**src/rtl/surf_cout_tx.sv**
```systemverilog
// COUT nibble transmitter: serializes 32-bit words MSB-nibble-first over an
// 8-cycle frame aligned to sync_i, sending a training word while disabled.
module surf_cout_tx #(
   parameter logic [31:0] TRAIN_PATTERN = 32'hA55A6996,
   parameter logic [31:0] IDLE_WORD     = 32'h00000000
) (
   input  logic        sysclk_i,
   input  logic        rst_n_i,
   input  logic        sync_i,
   input  logic        enable_i,
   input  logic [31:0] data_i,
   input  logic        valid_i,
   output logic        ready_o,
   output logic [3:0]  cout_o,
   output logic        aligned_o,
   output logic        sync_err_o,
   output logic [15:0] word_count_o
);

   logic [2:0]  phase_q, phase_d;
   logic [31:0] sreg_q, sreg_d;
   logic [3:0]  cout_q, cout_d;
   logic        aligned_q, aligned_d;
   logic        sync_err_q, sync_err_d;
   logic [15:0] word_count_q, word_count_d;

   logic        load_cycle;
   logic        accept;
   logic [31:0] word_sel;
   logic [31:0] sreg_shifted;

   // A sync pulse always starts a new frame; the natural boundary only counts once aligned.
   assign load_cycle = sync_i | ((phase_q == 3'd7) & aligned_q);
   assign ready_o    = enable_i & load_cycle;
   assign accept     = ready_o & valid_i;

   always_comb begin
      word_sel = IDLE_WORD;
      if (!enable_i) begin
         word_sel = TRAIN_PATTERN;
      end else if (valid_i) begin
         word_sel = data_i;
      end
   end

   // Nibble that belongs to the phase about to start.
   assign sreg_shifted = sreg_q << {phase_q + 3'd1, 2'b00};

   always_comb begin
      phase_d      = phase_q + 3'd1;
      sreg_d       = sreg_q;
      cout_d       = 4'h0;
      aligned_d    = aligned_q | sync_i;
      sync_err_d   = sync_i & aligned_q & (phase_q != 3'd7);
      word_count_d = word_count_q + {15'd0, accept};
      if (load_cycle) begin
         phase_d = 3'd0;
         sreg_d  = word_sel;
         cout_d  = word_sel[31:28];
      end else if (aligned_q) begin
         cout_d  = sreg_shifted[31:28];
      end
   end

   always_ff @(posedge sysclk_i or negedge rst_n_i) begin
      if (!rst_n_i) begin
         phase_q      <= 3'd0;
         sreg_q       <= 32'd0;
         cout_q       <= 4'h0;
         aligned_q    <= 1'b0;
         sync_err_q   <= 1'b0;
         word_count_q <= 16'd0;
      end else begin
         phase_q      <= phase_d;
         sreg_q       <= sreg_d;
         cout_q       <= cout_d;
         aligned_q    <= aligned_d;
         sync_err_q   <= sync_err_d;
         word_count_q <= word_count_d;
      end
   end

   assign cout_o       = cout_q;
   assign aligned_o    = aligned_q;
   assign sync_err_o   = sync_err_q;
   assign word_count_o = word_count_q;

endmodule

```
**config.mk**
```make
export PLATFORM = sky130hd
export DESIGN_NAME = surf_cout_tx
export DESIGN_NICKNAME = d
export VERILOG_FILES = /design/src/rtl/surf_cout_tx.sv
export SDC_FILE = /design/constraint.sdc
export NUM_CORES = 1
export LEC_CHECK = 0
export ABC_AREA = 1
export CORE_MARGIN = 8
export CORE_UTILIZATION = 38
export CTS_BUF_LIST = sky130_fd_sc_hd__clkbuf_8 sky130_fd_sc_hd__clkbuf_16
export DETAILED_ROUTE_END_ITERATION = 10
export PLACE_DENSITY = 0.71
export SYNTH_ARGS = -nofsm -noshare
export SYNTH_HDL_FRONTEND = slang
export SYNTH_SLANG_ARGS = --single-unit
```
**constraint.sdc**
```tcl
create_clock -name sysclk_i -period 2.35 [get_ports sysclk_i]
set_clock_uncertainty 0.2 [all_clocks]
set_input_delay 0.235 -clock sysclk_i [delete_from_list [all_inputs] [get_ports sysclk_i]]
set_output_delay 0.235 -clock sysclk_i [all_outputs]
set_load 0.02 [all_outputs]
```
* Word level (Yosys, flattened, before mapping)
Cells that the tools add are included.
Storage, ports and cells: register bits after elaboration 57, output and inout bits 23, logic and storage cells 23
Cells by class: add/sub/neg operators 2, eq/ne operators 2, shift operators 1, multiplexer cells 5, bitwise gates (word level) 7
Operators with widths (count):
- 32-bit two-way mux | 2
- 32-bit by 5-bit left shift with 32-bit output | 1
- 16-bit by 1-bit adder with 16-bit output | 1
- 4-bit two-way mux | 2
- 1-bit bitwise AND | 5
- 3-bit by 1-bit adder with 3-bit output, second input constant | 1
- 3-bit == test, second input constant | 1
- 3-bit two-way mux | 1
- 3-bit != test, second input constant | 1
- 1-bit bitwise OR | 2

* Longest topological paths before layout
word-level depth 6, mapped depth 13, gate-level depth less buffers 12

* Least setup slack after synthesis
No wires, ideal clock.
kind register to register, start point reg phase_q[0], end point reg word_count_q[10], in the netlist word_count_o[10], setup time 0.123 ns, data arrival time 2.083 ns, required time 2.027 ns, slack -0.056 ns, stages on the path, launching flop included 13, path buffers 1, clock period less this slack 2.406 ns, cell sequence dfrtp_1 > ha_1 > ha_1 > a21oi_4 > nor3b_4 > buf_6 > ha_1 > ha_1 > nand3_1 > inv_1 > nand2_1 > o21ai_0 > nand2_1
Between the ends: cells in the longest elaborated chain, start to end 6
RTL lines:
- start: declaration | RTL line 20 | logic [2:0] phase_q, phase_d;
- start signal: assignment | RTL line 74 | phase_q <= phase_d;
- 3-bit == test | RTL line 33 | assign load_cycle = sync_i | ((phase_q == 3'd7) & aligned_q);
- 1-bit bitwise AND | RTL line 33
- 1-bit bitwise OR | RTL line 33
- 1-bit bitwise AND | RTL line 34 | assign ready_o = enable_i & load_cycle;
- 1-bit bitwise AND | RTL line 35 | assign accept = ready_o & valid_i;
- 16-bit by 1-bit adder with 16-bit output | RTL line 55 | word_count_d = word_count_q + {15'd0, accept};
- net word_count_d[10] | RTL line 25 | logic [15:0] word_count_q, word_count_d;
- end signal: assignment | RTL line 79 | word_count_q <= word_count_d;
- end: declaration | RTL line 25
The timed path passes the listed nets, and every way through them passes these cells. A chain may end at the register's enable or synchronous reset.

* Worst setup path in the final report
start point reg phase_q[0], end point out ready_o
Between the ends: cells in the longest elaborated chain, start to end 4
RTL lines:
- 3-bit == test | RTL line 33
- 1-bit bitwise AND | RTL line 33
- 1-bit bitwise OR | RTL line 33
- 1-bit bitwise AND | RTL line 34
- end: declaration | RTL line 13 | output logic ready_o,
No other way between the ends.

==> run summary <==
outcome = complete, no violations
top_reg_cell synth = dfrtp_1
Critical Path Source = phase_q[0]
crit-path max FO = 3
Worst EP arrival = 1750 ps
share of cells above drive strength 1 = 0.0921
setup_tns = 0 ps
DR WL/cell = 13.4 um
placed cell areas = 3390 um^2
Synth area leader = dfrtp_1
CP Launch Type = register
max-slew violation count = 0
clock slew at reported path FFs = 70 ps
Die X = 99.8 um
TritonCTS clock tree = yes
CP endpoint = ready_o
Period Utilization, post-route = 0.932
syn avg cell area = 8.45 um^2
Pwr per Cell Area = 702 nW/um^2
synthesized flop and latch total = 57
Crit. End Element = primary output
critical path class = reg2out
1st-iter DRT viols = 93
GPL Wtd Cong = 0.918
pre-CTS setup slack = 51.9 ps
clock period minus worst slack = 2190 ps
Antenna Cells = 0
synth top area cells = dfrtp_1, nand2_1, inv_1, nand3_1, a22oi_1
Max clock buf depth = 2
Max Freq = 0.457 GHz
Hold WS = 220 ps
vias in the first global route = 2,358
r2r endpoint = word_count_o[10]
H-tree depth = 3
# setup viols final = 0
count leader, synth = nand2_1
port bufs = 59
Post-Layout Inst Area = 3610 um^2
maximum VDD drop = 368 uV
Hold Path Class = in2async
Synth Cell Area = 2670 um^2
overall routing resource usage = 0.137
remaining global-route overflow = 0
core area = 6790 um^2
Ports = 60
root buf cell = clkbuf_8
Seq/Total Area, Yosys = 0.534
Starting Density = 0.393
Synth-to-Final Area Change = 35.1%
Final Hold Viols = 0
Final WS setup = 160 ps
half-perimeter wire length after placement = 4.88 mm
Post-Route WL = 6.52 mm
Worst-Skew Late Latency = 340 ps
Max Cap Viol = 0
Yosys top cell area share = 0.534
Mapped Nets = 357
DR DRC count = 0
largest net degree at the start of global routing = 35
worst-margin pin slew = 448 ps
Pleak = 1.72 nW
Synth top cells by count = nand2_1, dfrtp_1, inv_1
post-DR vias/cell = 4.64
antenna violations before repair = 0
reg2reg setup slack = 170 ps
via count = 2,262
Distinct cells, synth = 20
Post-DRT Antenna Nets = 0
Cells after Synth = 316
drt first pass iters = 4
Required @ worst endpoint = 1910 ps
number of flops mapped to enable cells by yosys = 0
worst reg-to-reg path cell count = 11
Final #Nets = 427
die footprint = 9970 um^2
FF-to-FF Start = phase_q[0]
clk sinks = 57
cts bufs inserted = 9
Rel. slew slack = 0.699
yosys warns = 0
Async SR Flop Fraction = 1.00
global-route wire length before repair = 10.8 mm
height of the die = 99.8 um
# rows = 30
[power breakdown]
| group | switching, mW | internal, mW |
|---|---|---|
| combinational | 0.306 | 0.263 |
| clock | 0.377 | 0.426 |
| sequential | 0.0742 | 1.09 |
| total | 0.758 | 1.78 |
[metal layers]
metal	share of wire	routed length, um	track usage
met2	0.46	3010	0.217
met3	0.052	338	0.0367
met1	0.46	3020	0.165
met5	0	0	0
met4	0.024	159	0.0780
[stage by stage]
| step | util | std cells | power (mW) |
|---|---|---|---|
| floorplan | - | 316 | 1.45 |
| global placement | 0.499 | 469 | 1.73 |
| detailed placement | 0.499 | 469 | 1.74 |
| CTS | 0.526 | 486 | 2.55 |
| global route | 0.531 | 487 | 2.66 |
| finish | 0.531 | 487 | 2.53 |
[critical path, cell delays in order (launching register included)]
cell           delay, ps
dfrtp_1              390
ha_2                 190
ha_4                 170
a21oi_4              160
buf_4                150
nor2_1                40
dlygate4sd2_1        330
[cell usage in the layout (no fill, tap or decap), types with 7 or more instances in the layout]
cell type	netlist	final
a22oi_1	14	14
buf_4	2	9
dfrtp_1	57	57
nand2_1	92	92
nand3_1	35	34
inv_1	49	49
o21ai_0	18	17
xor2_1	7	7
clkbuf_8	0	11
clkdlybuf4s50_1	0	57
nor2_1	14	13
[sequential cells by signal, indices dropped and copies added (netlist names)]
register	cells
aligned_o	1
cout_o	4
phase_q	3
sreg_q	32
sync_err_o	1
word_count_o	16
[cells by family after synthesis]
family / after synthesis / synth area share
simple gates: 150 / 0.238
buf+inv: 61 / 0.0941
flops: 57 / 0.534
compound gates: 34 / 0.0824
xor+xnor: 10 / 0.0328
fa+ha+maj: 4 / 0.0187
[worst min path at each step]
| stage | from | endpoint | slack (ps) |
|---|---|---|---|
| 2_1_floorplan | rst_n_i | aligned_o | -260 |
| 3_3_place_gp | rst_n_i | word_count_o[6] | 40 |
| 3_5_place_dp | rst_n_i | word_count_o[5] | 50 |
| 4_1_cts | rst_n_i | word_count_o[5] | 220 |
| 5_1_grt | data_i[15] | sreg_q[15] | 260 |
| 6_report | rst_n_i | word_count_o[5] | 220 |
[timing repair]
action / CTS / global route
setup buffers: 0 / 0
pin swaps: 0 / 4
gates cloned: 0 / 1
endpoints found under the setup margin: 1 / 13
resized for setup: 1 / 8
hold buffers: 1 / 0
endpoints found under the hold margin: 57 / 0
[cell type report]
cell class	count	area, um^2
clock buffers	11	151
multi-input cells	198	1030
flip-flops and latches	57	1430
repair inverters	1	7.51
well taps	96	120
fillers	649	3180
clock inverters	5	22.5
inverters	50	191
repair buffers	69	662
Note: power is estimated with default switching activity, not from simulation.
